[src/rtl/branch_sequencer_pkg.sv]
// Shared CPU definitions: branch opcode, condition codes, IR field positions
// and the branch sequencer state encoding.
package cpu_pkg;

  localparam logic [4:0] OPC_BR = 5'b10011;

  typedef enum logic [1:0] {
    BR_ZR = 2'b00,
    BR_NZ = 2'b01,
    BR_PL = 2'b10,
    BR_MI = 2'b11
  } br_cond_e;

  localparam int RA_HI = 26;
  localparam int RA_LO = 23;
  localparam int C2_HI = 20;
  localparam int C2_LO = 19;
  localparam int C_HI  = 18;

  typedef enum logic [2:0] {
    S_IDLE,
    S_READ,
    S_EVAL,
    S_SAMPLE,
    S_UPDATE
  } seq_state_e;

  function automatic logic [4:0] opcode_of(input logic [31:0] ir);
    return ir[31:27];
  endfunction

endpackage

[src/rtl/branch_sequencer_if.sv]
// Bundle of the control-unit, register-file, ConFF and PC signals seen by the
// branch sequencer; slave is the sequencer's view, master the environment's.
interface branch_sequencer_if #(
  parameter int DATA_W = 32
);
  logic              start;
  logic [31:0]       ir_in;
  logic [DATA_W-1:0] pc_in;
  logic [3:0]        rf_addr;
  logic [DATA_W-1:0] rf_data;
  logic              con_in;
  logic [31:0]       con_ir;
  logic [DATA_W-1:0] con_bus;
  logic              con_ff;
  logic [DATA_W-1:0] pc_out;
  logic              pc_load;
  logic              taken;
  logic              busy;
  logic              done;
  logic              illegal;

  modport slave (
    input  start, ir_in, pc_in, rf_data, con_ff,
    output rf_addr, con_in, con_ir, con_bus, pc_out, pc_load, taken, busy,
           done, illegal
  );

  modport master (
    output start, ir_in, pc_in, rf_data, con_ff,
    input  rf_addr, con_in, con_ir, con_bus, pc_out, pc_load, taken, busy,
           done, illegal
  );
endinterface

[src/rtl/branch_target_adder.sv]
// Next-PC adder: pc + 1 + sign-extended offset, modulo 2^DATA_W.
module branch_target_adder #(
  parameter int DATA_W = 32,
  parameter int C_W    = 19
) (
  input  logic [DATA_W-1:0] pc_i,
  input  logic [C_W-1:0]    offset_i,
  output logic [DATA_W-1:0] target_o
);
  logic [DATA_W-1:0] offset_sext;

  assign offset_sext = {{(DATA_W-C_W){offset_i[C_W-1]}}, offset_i};
  assign target_o    = pc_i + DATA_W'(1) + offset_sext;
endmodule

[src/rtl/branch_sequencer.sv]
// Sequences a conditional branch: reads Ra, strobes the ConFF for one cycle,
// samples its registered result and issues the PC update.
module branch_sequencer
  import cpu_pkg::*;
#(
  parameter int         DATA_W = 32,
  parameter logic [4:0] OPC_BR = cpu_pkg::OPC_BR,
  parameter int         C_W    = 19
) (
  input  logic               clock,
  input  logic               clear,
  branch_sequencer_if.slave  bus
);

  seq_state_e        state_q;
  logic [31:0]       ir_q;
  logic [DATA_W-1:0] pc_q;
  logic [3:0]        rf_addr_q;
  logic              con_in_q;
  logic [31:0]       con_ir_q;
  logic [DATA_W-1:0] pc_out_q;
  logic              pc_load_q;
  logic              taken_q;
  logic              busy_q;
  logic              done_q;
  logic              illegal_q;

  logic [C_W-1:0]    offset_d;
  logic [DATA_W-1:0] target_d;

  // A not-taken branch reuses the adder with a zero offset (pc + 1).
  assign offset_d = bus.con_ff ? ir_q[C_W-1:0] : '0;

  branch_target_adder #(
    .DATA_W (DATA_W),
    .C_W    (C_W)
  ) u_target (
    .pc_i     (pc_q),
    .offset_i (offset_d),
    .target_o (target_d)
  );

  // NOTE: sequential state uses non-blocking assignments so every register
  // samples pre-edge values regardless of statement order.
  always_ff @(posedge clock or negedge clear) begin
    if (!clear) begin
      state_q   <= S_IDLE;
      ir_q      <= '0;
      pc_q      <= '0;
      rf_addr_q <= '0;
      con_in_q  <= 1'b0;
      con_ir_q  <= '0;
      pc_out_q  <= '0;
      pc_load_q <= 1'b0;
      taken_q   <= 1'b0;
      busy_q    <= 1'b0;
      done_q    <= 1'b0;
      illegal_q <= 1'b0;
    end else begin
      con_in_q  <= 1'b0;
      pc_load_q <= 1'b0;
      done_q    <= 1'b0;
      illegal_q <= 1'b0;
      case (state_q)
        S_IDLE: begin
          if (bus.start) begin
            if (opcode_of(bus.ir_in) == OPC_BR) begin
              ir_q      <= bus.ir_in;
              pc_q      <= bus.pc_in;
              rf_addr_q <= bus.ir_in[RA_HI:RA_LO];
              busy_q    <= 1'b1;
              state_q   <= S_READ;
            end else begin
              illegal_q <= 1'b1;
            end
          end
        end
        S_READ: begin
          con_in_q <= 1'b1;
          con_ir_q <= ir_q;
          state_q  <= S_EVAL;
        end
        S_EVAL: begin
          con_ir_q <= '0;
          state_q  <= S_SAMPLE;
        end
        S_SAMPLE: begin
          // busy drops here so it is never high together with done.
          taken_q   <= bus.con_ff;
          pc_out_q  <= target_d;
          pc_load_q <= 1'b1;
          done_q    <= 1'b1;
          busy_q    <= 1'b0;
          state_q   <= S_UPDATE;
        end
        S_UPDATE: state_q <= S_IDLE;
        default:  state_q <= S_IDLE;
      endcase
    end
  end

  // rf_data only becomes valid during EVAL, so the operand is steered straight
  // through and forced to zero in every other state.
  assign bus.con_bus = (state_q == S_EVAL) ? bus.rf_data : '0;

  assign bus.rf_addr = rf_addr_q;
  assign bus.con_in  = con_in_q;
  assign bus.con_ir  = con_ir_q;
  assign bus.pc_out  = pc_out_q;
  assign bus.pc_load = pc_load_q;
  assign bus.taken   = taken_q;
  assign bus.busy    = busy_q;
  assign bus.done    = done_q;
  assign bus.illegal = illegal_q;

endmodule
[src/flat_wrapper.sv]
// flat-port wrapper written by rule: the top's interface ports become plain ports
module branch_sequencer_flat import cpu_pkg::*;
#(
  parameter int         DATA_W = 32,
  parameter logic [4:0] OPC_BR = cpu_pkg::OPC_BR,
  parameter int         C_W    = 19
)
  (clock, clear, bus_start, bus_ir_in, bus_pc_in, bus_rf_data, bus_con_ff, bus_rf_addr, bus_con_in, bus_con_ir, bus_con_bus, bus_pc_out, bus_pc_load, bus_taken, bus_busy, bus_done, bus_illegal);
  branch_sequencer_if #(.DATA_W(DATA_W)) bus_i ();
  input  logic clock;
  input  logic clear;
  input wire logic [$bits(bus_i.start)-1:0] bus_start;
  input wire logic [$bits(bus_i.ir_in)-1:0] bus_ir_in;
  input wire logic [$bits(bus_i.pc_in)-1:0] bus_pc_in;
  input wire logic [$bits(bus_i.rf_data)-1:0] bus_rf_data;
  input wire logic [$bits(bus_i.con_ff)-1:0] bus_con_ff;
  output wire logic [$bits(bus_i.rf_addr)-1:0] bus_rf_addr;
  output wire logic [$bits(bus_i.con_in)-1:0] bus_con_in;
  output wire logic [$bits(bus_i.con_ir)-1:0] bus_con_ir;
  output wire logic [$bits(bus_i.con_bus)-1:0] bus_con_bus;
  output wire logic [$bits(bus_i.pc_out)-1:0] bus_pc_out;
  output wire logic [$bits(bus_i.pc_load)-1:0] bus_pc_load;
  output wire logic [$bits(bus_i.taken)-1:0] bus_taken;
  output wire logic [$bits(bus_i.busy)-1:0] bus_busy;
  output wire logic [$bits(bus_i.done)-1:0] bus_done;
  output wire logic [$bits(bus_i.illegal)-1:0] bus_illegal;
  assign bus_i.start = bus_start;
  assign bus_i.ir_in = bus_ir_in;
  assign bus_i.pc_in = bus_pc_in;
  assign bus_i.rf_data = bus_rf_data;
  assign bus_i.con_ff = bus_con_ff;
  assign bus_rf_addr = bus_i.rf_addr;
  assign bus_con_in = bus_i.con_in;
  assign bus_con_ir = bus_i.con_ir;
  assign bus_con_bus = bus_i.con_bus;
  assign bus_pc_out = bus_i.pc_out;
  assign bus_pc_load = bus_i.pc_load;
  assign bus_taken = bus_i.taken;
  assign bus_busy = bus_i.busy;
  assign bus_done = bus_i.done;
  assign bus_illegal = bus_i.illegal;
  branch_sequencer #(.DATA_W(DATA_W), .OPC_BR(OPC_BR), .C_W(C_W)) u_core (.clock(clock), .clear(clear), .bus(bus_i));
endmodule
[config.mk]
export PLATFORM = sky130hd
export DESIGN_NAME = branch_sequencer_flat
export DESIGN_NICKNAME = d
export VERILOG_FILES = /design/src/rtl/branch_sequencer_pkg.sv /design/src/rtl/branch_sequencer_if.sv /design/src/rtl/branch_target_adder.sv /design/src/rtl/branch_sequencer.sv /design/src/flat_wrapper.sv
export SDC_FILE = /design/constraint.sdc
export NUM_CORES = 1
export LEC_CHECK = 0
export CAP_MARGIN = 20
export CORE_MARGIN = 8
export CORE_UTILIZATION = 58
export CTS_CLUSTER_SIZE = 12
export DETAILED_ROUTE_END_ITERATION = 12
export DONT_BUFFER_PORTS = 1
export GPL_ROUTABILITY_DRIVEN = 0
export HOLD_SLACK_MARGIN = 0.05
export PLACE_DENSITY = 0.76
export SLEW_MARGIN = 5
export SYNTH_ARGS = -nofsm -noshare
export SYNTH_HDL_FRONTEND = slang
export SYNTH_SLANG_ARGS = --single-unit
[constraint.sdc]
create_clock -name clock -period 2.9 [get_ports clock]
set_clock_uncertainty 0.1 [all_clocks]
set_input_delay 0.58 -clock clock [delete_from_list [all_inputs] [get_ports clock]]
set_output_delay 0.58 -clock clock [all_outputs]
set_load 0.03 [all_outputs]
# Word level (Yosys, flattened, before mapping)

Index checks and enable logic that the tools add are counted.

Multiplexer cells: 14
$add $sub $neg: 2
Eq/ne operators: 6
Reduce and logical (&&, ||, !) cells: 6

Operator list:

| kind                    | number |
|---|---|
| $pmux W32 S2            | 1 |
| $add A32 B1 Y32 const B | 1 |
| $add A32 B32 Y32        | 1 |
| $mux W32                | 1 |
| $mux W19                | 1 |
| $pmux W3 S4             | 1 |
| $mux W1                 | 7 |
| $eq A3 B2 Y1 const B    | 2 |
| $mux W3                 | 2 |
| $reduce_and A3 Y1       | 2 |
| $eq A5 B5 Y1 const B    | 1 |
| $reduce_bool A2 Y1      | 2 |
| $eq A3 B1 Y1 const B    | 1 |
| $logic_not A3 Y1        | 1 |
| $ne A2 B1 Y1 const B    | 1 |
| $ne A2 B2 Y1 const B    | 1 |
| $pmux W1 S2             | 1 |
| $reduce_and A2 Y1       | 1 |

Output and inout port bits: 106
Bits of input ports: 100
Register bits: 140
Logic and storage cells: 39

# Logic depth before layout (Yosys ltp)

Depth after elaboration: 4
Depth in mapped cells: 14
Depth with buffers taken out: 12

# By module

A second synthesis with hierarchy kept.

Cells, all modules: 678
Area total of the unflattened synthesis: 7274.5 µm²

Modules (own cells, without submodules):

| module              | sequential area each (µm²) | area each (µm²) | cells an instance | instances |
|---|---|---|---|---|
| branch_sequencer    | 3403.3                     | 5525.3          | 428               | 1 |
| branch_target_adder | 0.0                        | 1749.2          | 250               | 1 |

# Worst setup path after synthesis

Ideal clock, no wire load.

Path kind: input port to flip-flop
Start point: in bus_con_ff
End point: reg u_core.pc_out_q[20] (netlist: u_core.bus.pc_out[20])
Stages: 14
Setup time: 0.129 ns
Slack: -0.401 ns
Path buffers: 2
Arrival time: 3.072 ns
Data required time: 2.671 ns
Cells stage by stage: clkbuf_1 -> clkbuf_1 -> nand2_1 -> ha_1 -> inv_1 -> fa_1 -> a21o_1 -> a311oi_1 -> nor2_1 -> a211oi_2 -> o21a_2 -> mux2i_1 -> xor2_1 -> o21ai_1

Longest elaborated chain between the ends: 2

RTL lines:

| what                   | line                      | source |
|---|---|---|
| start: declaration     | flat_wrapper.sv:16        | `input wire logic [$bits(bus_i.con_ff)-1:0] bus_con_ff;` |
| $mux W19               | branch_sequencer.sv:32    | `assign offset_d = bus.con_ff ? ir_q[C_W-1:0] : '0;` |
| $add A32 B32 Y32       | branch_target_adder.sv:13 | `assign target_o = pc_i + DATA_W'(1) + offset_sext;` |
| end signal: assignment | branch_sequencer.sv:90    | `pc_out_q <= target_d;` |
| end: declaration       | branch_sequencer.sv:21    | `logic [DATA_W-1:0] pc_out_q;` |

No other way between the ends.
A chain may end at the register's enable or synchronous reset.

# Worst setup path in the final report

Start point: reg u_core.ir_q[0]
End point: reg u_core.pc_out_q[20] (netlist: u_core.bus.pc_out[20])

Longest elaborated chain between the ends: 2

RTL lines:

| what                     | line                      | source |
|---|---|---|
| start: declaration       | branch_sequencer.sv:16    | `logic [31:0] ir_q;` |
| start signal: assignment | branch_sequencer.sv:68    | `ir_q <= bus.ir_in;` |
| $mux W19                 | branch_sequencer.sv:32    |  |
| $add A32 B32 Y32         | branch_target_adder.sv:13 |  |

No other way between the ends.

==> impl_metrics.yaml <==
flow_run:
  maxCapViolCount: 0
pwr:
  p_int_w: 0.004940
  leakagePower_nw: 3.932
  switching_share: 0.4454
  combPwrFrac: 0.293
  p_sw_w: 0.003966
  clkPwrFrac: 0.243
  irDropWorstVdd_uv: 656.2
  cellPowerDensity_mw_per_mm2: 1118
  pwr-share-seq: 0.464
hold_path:
  hold_path.class: "primary input to asynchronous set/reset pin"
worst_setup_path:
  ff2ff_path_depth: 12
  cpMaxStageDelayCell: "dfrtp_1"
  cp_top_family: "compound AO/OA/AOI/OAI gates"
  crit_path_cell_trace: "nand2_4 > ha_4 > inv_2 > fa_2 > a21o_1 > a311oi_4 > nor2_1 > a211oi_2 > o21a_2 > mux2i_1 > xor2_1 > o21ai_1"
  slowest_delay_ns: 0.43
  critPathArrivalTime_ns: 2.97
  crit_path_end_kind: "flop"
  path_depth: 12
  worstPathRequired_ns: 3.10
  path_buf_inv: 1
  start_kind: "flop"
  critPathKind: "flop to flop"
  cp_max_fo: 3
timing:
  finalCriticalPeriod_ns: 2.767
  whs_ns: -0.2517
  clock.fmax_mhz: 361.5
  fin_crit_sh: 0.9540
  relSlewSlack: 0.6257
  maxSlewViolCount: 0
  finalHoldViolations: 136
  setup_viol: 0
  tightest_slew_ns: 0.5618
floorplan:
  ios: 206
  die_x_um: 126.3
  dieArea_mm2: 0.01596
  die_h_um: 126.3
  design.core.area_mm2: 0.01196
  initial_core_util: 0.5901
  rows: 40
placement:
  dp_hpwl_mm: 13.50
  placed_cells: 791
  portBuffers: 0
layout:
  mostFrequentLayoutCells: "dfrtp_1 (136), nand2_1 (61), mux2_2 (59)"
  drive_gt1_frac: 0.2216
  antenna_cells: 0
  fin_util: 0.6659
  final_common_cell: "dfrtp_1"
  finalNonFillerCells: 824
  area_delta_synth_final_pct: 12.85
  nNetsFinal: 784
synth:
  yosysWarningCount: 0
  synth.top_cell.area_share: 0.4822
  synth_area_leaders: "dfrtp_1 (48%), mux2_2 (9.4%), a22o_1 (4.2%), ha_1 (3.4%), nand2_1 (3.3%)"
  synth-adder-area-share: 0.03652
  synthFlopType: "dfrtp_1"
  synth_xor_area_frac: 0.04219
  synth_area_mm2: 0.007058
  synth_nets: 786
  synth_mux_area_frac: 0.09980
  synth_area_leader_cell: "dfrtp_1"
  synthArstFlopShare: 1.000
  synth_cell_types: 64
  synth_area_per_cell_um2: 10.60
  synth-simple-area-share: 0.1404
  syn-instance-count: 666
  synth_edf_count: 0
  synth_seq_area_share: 0.4822
  synth_compound_area_frac: 0.1643
  synth_top_family_by_area: "compound AO/OA/AOI/OAI gates"
  ys_ff_latch: 136
global_route:
  grt_max_degree: 137
  grt_pass1_vias: 5329
  globalRouteOverflowTotal: 0
  track_usage: 0.2333
  grt_pass1_wl_mm: 29.35
  antenna_found_initial: 1
clock_tree:
  cts_root_buf: "clkbuf_16"
  htreeDepth: 4
  clk_pin_slew_ns: 0.06
  cts_tree: "done"
  cts.sinks: 136
  clkLatencyLatePin_ns: 0.43
  clock_path_buffers: 2
  numCtsBuffers: 17
detailed_routing:
  wl_per_cell_um: 22.48
  drt_iter0_markers: 478
  drt_drc_violations_left: 0
  viasPerCell: 6.301
  drtAntennaViolNets: 0
  vias: 5192
  dr.pass1.iters: 5
  totalWireLength_mm: 18.53
run_status:
  status: "finished with violations"
  violations: "negative hold slack"
==> final cells by class <==
cell class	count	area, um^2
Fill cell	894	3996
Multi-Input combinational cell	472	3528
Sequential cell	136	3403
Clock buffer	18	429.2
Timing Repair Buffer	29	230.2
Tap cell	147	183.9
Clock inverter	14	160.2
Inverter	8	30.03
==> sequential cells by signal (all words and copies together) (netlist names) <==
| signal | flops |
|---|---|
| u_core.bus.rf_addr | 3 |
| u_core.pc_q | 32 |
| u_core.ir_q | 29 |
| u_core.bus.busy | 1 |
| u_core.state_q | 3 |
| u_core.bus.pc_out | 32 |
| u_core.bus.pc_load | 1 |
| u_core.bus.con_ir | 32 |
| u_core.bus.taken | 1 |
| u_core.bus.illegal | 1 |
| u_core.bus.con_in | 1 |
==> cells in the mapped netlist (all sizes together) (4+ instances only) <==
cell	n
o21ai	44
xor2	11
a21oi	25
nand3	11
o31ai	5
a211oi	4
buf	12
clkbuf	38
and2	20
nor2	28
a31oi	7
ha	19
dfrtp	136
nand2b	6
a21o	12
nor3	10
or3	5
and3	37
mux2i	4
nor4	4
nand2	62
xnor2	23
a22o	34
inv	7
o21bai	5
mux2	59
==> cells by family after synthesis <==
group                    count (synthesis)
AO/OA/AOI/OAI                          161
XOR/XNOR                                34
adder cells (fa/ha/maj)                 20
buffers and inverters                   58
flip-flops                             136
multiplexers                            63
AND/OR/NAND/NOR                        194
==> power groups by stage <==
stage          logic, W  registers, W  clock network, W
2_1_floorplan   0.00223       0.00375                 0
3_3_place_gp    0.00246       0.00414                 0
3_5_place_dp    0.00257       0.00416                 0
4_1_cts         0.00258       0.00414           0.00221
5_1_grt         0.00287       0.00423           0.00226
6_report        0.00261       0.00413           0.00216
==> stage by stage <==
stage	setup TNS (ns)	instance area (um^2)	setup WS, ns	total power (W)
6_report	0	7965	0.1334	0.008906
2_1_floorplan	-0.4695	7138	-0.2119	0.005978
4_1_cts	0	7909	0.02632	0.008930
5_1_grt	-0.008677	7965	-0.008677	0.009369
3_3_place_gp	0	7320	0.01739	0.006604
3_5_place_dp	-0.1450	7320	-0.05904	0.006726
==> routing by layer <==
layer  GRT usage  routed length, um  share of wire  vias up
met5           0                  8        0.00043        -
met4     0.07573                304          0.016        2
met3     0.09300               1653          0.089       21
met2      0.3639               8946           0.48      196
met1      0.2913               7612           0.41     2565
li1            -                  -              -     2408
==> worst paths after layout <==
kind / startpoint / end / slack, ns
max: u_core.ir_q[0] / u_core.bus.pc_out[20] / 0.13
min: clear / u_core.bus.pc_out[17] / -0.25
max reg2reg: u_core.ir_q[0] / u_core.bus.pc_out[20] / 0.13
min reg2reg: u_core.ir_q[31] / u_core.ir_q[31] / 0.38
max in group asynchronous: clear / u_core.pc_q[17] / 2.78
min in group clock: bus_con_ff / u_core.bus.taken / 0.18
==> timing repair <==
action                                 4_1_cts  5_1_grt
endpoints found under the hold margin      136      136
setup endpoints to repair                    0        8
buffers inserted                             0        1
gates resized for setup                      0        8
(Power assumes the default switching activity.)
